<file path="src/rtl/dice_move_if.sv">
// Move-command handshake between the turn controller and the game logic.
//   move_valid  : command valid (controller -> game)
//   move_ready  : game accepts the command (game -> controller)
//   move_player : player the move belongs to
//   move_steps  : step count, 1..3
interface dice_move_if #(
  parameter int unsigned PW = 1
);
  logic          move_valid;
  logic          move_ready;
  logic [PW-1:0] move_player;
  logic [1:0]    move_steps;

  modport master (output move_valid, output move_player, output move_steps, input move_ready);
  modport slave  (input move_valid, input move_player, input move_steps, output move_ready);
endinterface

</file>
<file path="src/rtl/dice_turn_controller.sv">
// Turn scheduler sharing one ROI colour detector among NUM_PLAYERS players.
// Each turn: wait for a clear (white) board, arm for a dice result, issue the
// move over a valid/ready handshake, then wait for the dice to be removed.
// An idle turn is skipped after TIMEOUT_FRAMES frames in ARMED (0 = never).
// Optional feature macro: DICE_BONUS_TURN_EN (accepted BLUE keeps the player).
// Ports:
//   clk, reset            : clock, asynchronous active-high reset
//   frame_tick            : one-cycle pulse per video frame
//   start / abort         : start pulse (IDLE only) / abort level (any state)
//   stable_color          : 00 NONE, 01 RED, 10 GREEN, 11 BLUE
//   result_ready          : stable_color valid this cycle
//   current_state_white   : white background detected
//   move                  : move command handshake (master side)
//   cur_player            : player whose turn is active
//   turn_count            : completed turns, wraps at 8 bits
//   timeout_pulse         : one cycle when a turn is skipped
//   busy                  : high outside IDLE
module dice_turn_controller #(
  parameter int unsigned NUM_PLAYERS    = 2,
  parameter int unsigned TIMEOUT_FRAMES = 600,
  localparam int unsigned PW = (NUM_PLAYERS <= 2) ? 1 : $clog2(NUM_PLAYERS)
) (
  input  logic              clk,
  input  logic              reset,
  input  logic              frame_tick,
  input  logic              start,
  input  logic              abort,
  input  logic [1:0]        stable_color,
  input  logic              result_ready,
  input  logic              current_state_white,
  dice_move_if.master       move,
  output logic [PW-1:0]     cur_player,
  output logic [7:0]        turn_count,
  output logic              timeout_pulse,
  output logic              busy
);

  localparam int unsigned CW = 16;
  localparam logic [2:0] S_IDLE       = 3'd0;
  localparam logic [2:0] S_WAIT_WHITE = 3'd1;
  localparam logic [2:0] S_ARMED      = 3'd2;
  localparam logic [2:0] S_ISSUE      = 3'd3;
  localparam logic [2:0] S_CLEAR      = 3'd4;

  localparam logic [CW-1:0] TO_LIMIT    = CW'(TIMEOUT_FRAMES);
  localparam logic          TO_EN       = (TIMEOUT_FRAMES != 0);
  localparam logic [PW-1:0] LAST_PLAYER = PW'(NUM_PLAYERS - 1);
  localparam logic [1:0]    COLOR_NONE  = 2'b00;
  localparam logic [1:0]    COLOR_BLUE  = 2'b11;

  logic [2:0]    state_q, state_d;
  logic [CW-1:0] frame_cnt_q, frame_cnt_d, frame_cnt_inc;
  logic          move_valid_q, move_valid_d;
  logic [PW-1:0] move_player_q, move_player_d;
  logic [1:0]    move_steps_q, move_steps_d;
  logic [PW-1:0] cur_player_q, cur_player_d, next_player;
  logic [7:0]    turn_count_q, turn_count_d;
  logic          timeout_pulse_q, timeout_pulse_d;
  logic          busy_q, busy_d;
  logic          timeout_hit;
  logic          keep_player;

  // State and registered outputs.
  always_ff @(posedge clk or posedge reset) begin
    if (reset) begin
      state_q         <= S_IDLE;
      frame_cnt_q     <= '0;
      move_valid_q    <= 1'b0;
      move_player_q   <= '0;
      move_steps_q    <= 2'd0;
      cur_player_q    <= '0;
      turn_count_q    <= 8'd0;
      timeout_pulse_q <= 1'b0;
      busy_q          <= 1'b0;
    end else begin
      state_q         <= state_d;
      frame_cnt_q     <= frame_cnt_d;
      move_valid_q    <= move_valid_d;
      move_player_q   <= move_player_d;
      move_steps_q    <= move_steps_d;
      cur_player_q    <= cur_player_d;
      turn_count_q    <= turn_count_d;
      timeout_pulse_q <= timeout_pulse_d;
      busy_q          <= busy_d;
    end
  end

  // Next-state and next-output logic.
  always_comb begin
    state_d         = state_q;
    frame_cnt_d     = frame_cnt_q;
    move_player_d   = move_player_q;
    move_steps_d    = move_steps_q;
    cur_player_d    = cur_player_q;
    turn_count_d    = turn_count_q;
    timeout_pulse_d = 1'b0;

    // Saturating frame count; the timeout fires in the cycle of the tick
    // that brings the count up to the limit.
    frame_cnt_inc = (frame_cnt_q == {CW{1'b1}}) ? frame_cnt_q : frame_cnt_q + CW'(1);
    timeout_hit   = TO_EN && frame_tick && (frame_cnt_inc >= TO_LIMIT);
    next_player   = (cur_player_q == LAST_PLAYER) ? '0 : cur_player_q + PW'(1);

`ifdef DICE_BONUS_TURN_EN
    keep_player = (move_steps_q == COLOR_BLUE);
`else
    keep_player = 1'b0;
`endif

    if (abort) begin
      state_d     = S_IDLE;
      frame_cnt_d = '0;
    end else begin
      case (state_q)
        S_IDLE: begin
          frame_cnt_d = '0;
          if (start) begin
            state_d      = S_WAIT_WHITE;
            cur_player_d = '0;
            turn_count_d = 8'd0;
          end
        end
        S_WAIT_WHITE: begin
          frame_cnt_d = '0;
          if (current_state_white) state_d = S_ARMED;
        end
        S_ARMED: begin
          // A valid result beats a coincident timeout.
          if (result_ready && (stable_color != COLOR_NONE)) begin
            move_player_d = cur_player_q;
            move_steps_d  = stable_color;
            state_d       = S_ISSUE;
          end else if (timeout_hit) begin
            timeout_pulse_d = 1'b1;
            cur_player_d    = next_player;
            turn_count_d    = turn_count_q + 8'd1;
            frame_cnt_d     = '0;
            state_d         = S_WAIT_WHITE;
          end else if (frame_tick) begin
            frame_cnt_d = frame_cnt_inc;
          end
        end
        S_ISSUE: begin
          // move_valid is high throughout ISSUE, so ready alone completes it.
          if (move.move_ready) begin
            turn_count_d = turn_count_q + 8'd1;
            state_d      = S_CLEAR;
          end
        end
        S_CLEAR: begin
          if (current_state_white) begin
            if (!keep_player) cur_player_d = next_player;
            frame_cnt_d = '0;
            state_d     = S_ARMED;
          end
        end
        default: state_d = S_IDLE;
      endcase
    end

    move_valid_d = (state_d == S_ISSUE);
    busy_d       = (state_d != S_IDLE);
  end

  assign move.move_valid  = move_valid_q;
  assign move.move_player = move_player_q;
  assign move.move_steps  = move_steps_q;
  assign cur_player       = cur_player_q;
  assign turn_count       = turn_count_q;
  assign timeout_pulse    = timeout_pulse_q;
  assign busy             = busy_q;

endmodule

</file>
<file path="src/flat_wrapper.sv">
// flat-port wrapper written by rule: the top's interface ports become plain ports
module dice_turn_controller_flat 
#(
  parameter int unsigned NUM_PLAYERS    = 2,
  parameter int unsigned TIMEOUT_FRAMES = 600,
  localparam int unsigned PW = (NUM_PLAYERS <= 2) ? 1 : $clog2(NUM_PLAYERS)
)
  (clk, reset, frame_tick, start, abort, stable_color, result_ready, current_state_white, cur_player, turn_count, timeout_pulse, busy, move_move_valid, move_move_player, move_move_steps, move_move_ready);
  dice_move_if move_i ();
  input  logic clk;
  input  logic reset;
  input  logic frame_tick;
  input  logic start;
  input  logic abort;
  input  logic [1:0] stable_color;
  input  logic result_ready;
  input  logic current_state_white;
  output logic [PW-1:0] cur_player;
  output logic [7:0] turn_count;
  output logic timeout_pulse;
  output logic busy;
  output wire logic [$bits(move_i.move_valid)-1:0] move_move_valid;
  output wire logic [$bits(move_i.move_player)-1:0] move_move_player;
  output wire logic [$bits(move_i.move_steps)-1:0] move_move_steps;
  input wire logic [$bits(move_i.move_ready)-1:0] move_move_ready;
  assign move_move_valid = move_i.move_valid;
  assign move_move_player = move_i.move_player;
  assign move_move_steps = move_i.move_steps;
  assign move_i.move_ready = move_move_ready;
  dice_turn_controller #(.NUM_PLAYERS(NUM_PLAYERS), .TIMEOUT_FRAMES(TIMEOUT_FRAMES)) u_core (.clk(clk), .reset(reset), .frame_tick(frame_tick), .start(start), .abort(abort), .stable_color(stable_color), .result_ready(result_ready), .current_state_white(current_state_white), .move(move_i), .cur_player(cur_player), .turn_count(turn_count), .timeout_pulse(timeout_pulse), .busy(busy));
endmodule
</file>
<file path="config.mk">
export PLATFORM = sky130hd
export DESIGN_NAME = dice_turn_controller_flat
export DESIGN_NICKNAME = d
export VERILOG_FILES = /design/src/rtl/dice_move_if.sv /design/src/rtl/dice_turn_controller.sv /design/src/flat_wrapper.sv
export SDC_FILE = /design/constraint.sdc
export NUM_CORES = 1
export LEC_CHECK = 0
export BUFFER_PORTS_ARGS = -buffer_cell sky130_fd_sc_hd__buf_4
export CAP_MARGIN = 5
export CORE_MARGIN = 2
export CORE_UTILIZATION = 58
export CTS_CLUSTER_SIZE = 28
export DETAILED_ROUTE_END_ITERATION = 10
export GPL_TIMING_DRIVEN = 0
export MAX_ROUTING_LAYER = met4
export PLACE_DENSITY = 0.87
export SYNTH_ARGS = -nofsm -noshare
export SYNTH_HDL_FRONTEND = slang
export SYNTH_SLANG_ARGS = --single-unit
</file>
<file path="constraint.sdc">
create_clock -name clk -period 3.3 [get_ports clk]
set_input_delay 0.495 -clock clk [delete_from_list [all_inputs] [get_ports clk]]
set_output_delay 0.495 -clock clk [all_outputs]
set_load 0.05 [all_outputs]
</file>
Word-level counts from Yosys, hierarchy flattened
Cells that the tools add are included. W data, S select, Z words.

Bits in registers: 34. Latch bits: 0. Memory bits (writable): 0. Memory bits (read-only): 0. Input port bits: 10. Output and inout port bits: 15. Word-level logic and storage cells: 71. Memories kept: 0.

Add/sub/neg operators: 3. $mul: 0. Div/mod/pow operators: 0. Order comparisons: 1. Equal/unequal tests: 14. Shift operators: 0. Muxes and demuxes: 29. Bitwise operators: 1. Reduce and logical (&&, ||, !) cells: 14.

Operators with widths (number): $mux W16 (6); $pmux W16 S3 (1); $mux W8 (4); $pmux W8 S3 (1); $mux W3 (6); $add A16 B1 Y16 const B (1); $eq A16 B16 Y1 const B (1); $ge A16 B10 Y1 const B (1); $pmux W3 S4 (1); $reduce_and A6 Y1 (2); $eq A3 B2 Y1 const B (3); $mux W1 (9); $reduce_bool A3 Y1 (3); $add A8 B1 Y8 const B (1); $ne A2 B2 Y1 const B (4); $ne A3 B3 Y1 const B (2); $ne A4 B3 Y1 const B (1); $reduce_and A4 Y1 (1); $reduce_bool A4 Y1 (1); $reduce_or A2 Y1 (2); $eq A3 B1 Y1 const B (1); $eq A3 B3 Y1 const B (1); $logic_not A3 Y1 (1); $pmux W1 S3 (1); 6 further kinds (7).

Longest topological paths before layout
Depth in word-level cells: 9. Mapped depth: 10. Mapped depth without buffers: 9.

Worst setup path after synthesis
Ideal clock, no wire load.

Path kind: reg2reg. From: register u_core.frame_cnt_q[0]. To: register u_core.busy_q (netlist: u_core.busy). Library setup time: 0.131 ns. Data arrival time: 2.340 ns. Required time: 3.169 ns. Slack: 0.829 ns. Stages on the path, launching flop included: 10. Buffers on the path: 0. Clock period less this slack: 2.471 ns. Path through: dfrtp_1 > ha_1 > nand3_1 > nor4_4 > or3_1 > a32oi_1 > nor2_1 > nor4_4 > o21ai_1 > or3_1.

Word-level cells in the longest chain between the ends: 9. Elaborated cells between the ends (all ways): 10. Classes of those cells: add/sub (1); order compare (1); eq/ne (1); mux (5); reduce/logical (2).

Ends and longest elaborated chain: start, declared (line dice_turn_controller.sv:52) `logic [CW-1:0] frame_cnt_q, frame_cnt_d, frame_cnt_inc;`; start signal, assigned (line dice_turn_controller.sv:77) `frame_cnt_q <= frame_cnt_d;`; $add A16 B1 Y16 or $eq A16 B16 Y1 (tied branches) (line dice_turn_controller.sv:100) `frame_cnt_inc = (frame_cnt_q == {CW{1'b1}}) ? frame_cnt_q : frame_cnt_q + CW'(1);`; $mux W16 * (line dice_turn_controller.sv:100); $ge A16 B10 Y1 * (line dice_turn_controller.sv:101) `timeout_hit = TO_EN && frame_tick && (frame_cnt_inc >= TO_LIMIT);`; $logic_and A1 B1 Y1 * (line dice_turn_controller.sv:101); $mux W3 * (line dice_turn_controller.sv:133) `end else if (timeout_hit) begin`; $mux W3 * (line dice_turn_controller.sv:129) `if (result_ready && (stable_color != COLOR_NONE)) begin`; $pmux W3 S4 * (line dice_turn_controller.sv:114) `case (state_q)`; $mux W3 * (line dice_turn_controller.sv:110) `if (abort) begin`; net u_core.state_d[0] (line dice_turn_controller.sv:51) `logic [2:0] state_q, state_d;`; $reduce_bool A3 Y1 * (line dice_turn_controller.sv:162) `busy_d = (state_d != S_IDLE);`; net u_core.busy_d (line dice_turn_controller.sv:59) `logic busy_q, busy_d;`; end signal, assigned (line dice_turn_controller.sv:84) `busy_q <= busy_d;`; end, declared (line dice_turn_controller.sv:59).

Mark *: on every way through the listed nets, which the timed path passes. The rest lies on a longest branch. A chain may end at the register's enable or synchronous reset.

Final worst setup path
Ends and elaborated chain as after synthesis.

==> impl_metrics.json <==
{
  "status": "finished, final reports clean",
  "wl_mm": 4.79,
  "netlist_top_cells_area": "dfrtp_1 (41%), nand2_1 (4.2%), nor2_1 (4.2%), a21oi_1 (3.9%), nand3_1 (3.6%)",
  "multi_input_area_sq_um": 1130,
  "root_buffer": "clkbuf_4",
  "first_iter_violations": 163,
  "overflow": 0,
  "maxSlewViolCount": 0,
  "setup.worst_path.start_class": "flop",
  "drive_gt1_share_pct": 19.7,
  "postCtsSetupRepairBufs": 0,
  "dieArea_sq_um": 4070,
  "synthFlopType": "dfrtp_1",
  "grt_first_pass_wirelength_mm": 8.25,
  "max_cap_violations": 0,
  "worstPathRequired_ns": 3.54,
  "rr_worst_depth": 9,
  "setup_slack_ns": 0.412,
  "dr.pass1.iters": 5,
  "seq_area_frac_synth_pct": 41.0,
  "synth_top_area_share_pct": 41.0,
  "grt_setup_unrepaired": "no",
  "skew_ns": 0.0154,
  "antenna_found_initial": 0,
  "regArea_sq_um": 851,
  "crit_path_end_kind": "flop",
  "area_delta_synth_final_pct": 15.3,
  "hold_buffers": 0,
  "die_y_microns": 63.8,
  "synth_area_leader_cell": "dfrtp_1",
  "drt-wirelength-per-cell_microns": 15.2,
  "synthesis.instances": 237,
  "slew_headroom_pct": 52.4,
  "hold_viol": 0,
  "path_max_fanout": 7,
  "num-fill-cells": 262,
  "synth_cell_types": 51,
  "clockBufferDepth": 2,
  "synth.cell_area_sq_um": 2070,
  "fin_crit_ns": 2.89,
  "cts.sink_count": 34,
  "ant_nets": 0,
  "clkTransAtPathRegs_ns": 0.11,
  "ys_ff_latch": 34,
  "grtUsageTotal_pct": 26.6,
  "layout_commonest_cell": "dfrtp_1",
  "place_ws_ns": 0.461,
  "fp.dieW_microns": 63.8,
  "fmax_mhz": 346,
  "tns_ns": 0,
  "p_leak_nw": 1.12,
  "io_buffers": 24,
  "grt_pass1_vias": 1794,
  "r2r_setup_slack_ns": 0.41,
  "yosys_warnings": 0,
  "cts_resized": 0,
  "clock_latency_ns": 0.35,
  "dp_hpwl_mm": 3.31,
  "syn_nets": 249,
  "nets": 280,
  "cts_tree": "yes",
  "p_per_area_nw_per_um2": 518,
  "ioPinCount": 25,
  "syn_avg_cell_area_sq_um": 8.75,
  "num_vias": 1946,
  "fin_crit_sh_pct": 87.5,
  "place_congestion": 0.954,
  "drc_errors": 0,
  "hold_path.class": "in -> async",
  "num_rows": 21,
  "synth_edf_count": 0,
  "peakVddDrop_mv": 0.581,
  "layout_common_cells": "dfrtp_1 (34), buf_4 (25), nand2_1 (23), nor2_1 (23), a21oi_1 (16)",
  "critPathKind": "reg -> reg",
  "synth-async-reset-ratio_pct": 100,
  "setup_viol": 0,
  "timing.rr.end": "u_core.busy",
  "diodes": 0,
  "coreArea_sq_um": 3390,
  "grt_max_degree": 35,
  "viasPerCell": 6.18,
  "arrival_ns": 3.13,
  "r2r_start": "u_core.frame_cnt_q[0]",
  "htree_num_levels": 2,
  "numCtsBuffers": 5,
  "worst_pin_slew_ns": 0.712,
  "initial_core_util_pct": 61.2
}
[area by class of cell]
class	count	area share (%)
Multi-Input combinational cell	183	47.4
Sequential cell	34	35.6
Timing Repair Buffer	24	7.54
Clock buffer	8	3.30
Buffer	11	2.41
Tap cell	46	2.41
Inverter	9	1.41
[worst max-delay path: stages, from the launching register on]
cell,delay (ns)
dfrtp_1,0.47
ha_1,0.29
nand3_1,0.31
nor4_4,0.08
or3_1,0.31
a32oi_1,0.29
nor2_1,0.15
nor4_4,0.38
o21ai_1,0.16
or3_1,0.32
[Yosys cell counts (2+ instances only)]
cell,count
and3_1,7
and2_1,7
nand2b_1,5
buf_2,4
nand4_1,6
nor3_1,7
o41ai_1,4
nor4_4,2
and4_1,2
o21ai_0,14
a31oi_1,6
a21oi_1,16
or3_1,4
ha_1,2
nand3_1,15
clkbuf_1,5
nor2b_1,2
nand2_1,23
dfrtp_1,34
inv_1,9
or4b_1,2
o221a_2,2
a21o_1,3
o22ai_1,3
o21ai_1,2
a211oi_1,2
nor2_1,23
mux2_2,3
[where the power goes]
group / switching, mW / leakage, nW / internal, mW / total, mW
Sequential: 0.0382 / 0.467 / 0.461 / 0.499
Clock: 0.143 / 0.0446 / 0.145 / 0.289
Combinational: 0.302 / 0.605 / 0.147 / 0.449
Total: 0.484 / 1.12 / 0.754 / 1.24
[per-layer routing]
metal / share of wire, % / wire length, microns / GRT usage [%]
met5: 0 / 0 / -
met2: 46 / 2200 / 40.8
met3: 7.0 / 337 / 4.93
met4: 2.2 / 104 / 10.1
met1: 45 / 2150 / 35.4
[state kept, by name (all words and copies together) (netlist names)]
register                 count
u_core.move.move_player      1
u_core.turn_count            8
u_core.timeout_pulse         1
u_core.frame_cnt_q          16
u_core.busy                  1
u_core.move.move_steps       2
u_core.move.move_valid       1
u_core.state_q               3
u_core.cur_player            1
[worst max path at each step]
stage                                startpoint                   end  slack, ns  cells past startpoint
after floorplan           u_core.frame_cnt_q[0]           u_core.busy       0.83                      9
after global placement    u_core.frame_cnt_q[0]           u_core.busy       0.49                      9
after detailed placement  u_core.frame_cnt_q[0]           u_core.busy       0.46                      9
after CTS                 u_core.frame_cnt_q[0]           u_core.busy       0.44                      9
after global routing      u_core.frame_cnt_q[0]  u_core.turn_count[5]       0.19                     10
final                     u_core.frame_cnt_q[0]           u_core.busy       0.41                      9
[cell families (layout without fill, tap and decap cells)]
kind of cell | Yosys count | after routing | share of synthesized area [%]
and+or+nand+nor | 113 | 113 | 30.9
AOI/OAI and AO/OA | 62 | 62 | 19.5
DFF | 34 | 34 | 41.0
buffers and inverters | 20 | 52 | 4.40
muxes | 4 | 4 | 2.11
adders and majority gates | 2 | 2 | 1.21
xor gates and xnor gates | 2 | 2 | 0.845
[metrics by stage]
| step | power (mW) | area [sq um] | hold slack [ns] | cells | util [%] |
|---|---|---|---|---|---|
| after detailed placement | 0.952 | 2310 | 0.480 | 307 | 68.2 |
| after floorplan | 0.826 | 2070 | 0.508 | 237 | - |
| final | 1.24 | 2390 | 0.254 | 315 | 70.5 |
| after global routing | 1.30 | 2390 | 0.333 | 315 | 70.5 |
| after CTS | 1.24 | 2390 | 0.348 | 315 | 70.5 |
| after global placement | 0.939 | 2310 | 0.482 | 307 | 68.2 |
Note: power is estimated with default switching activity, not from simulation.
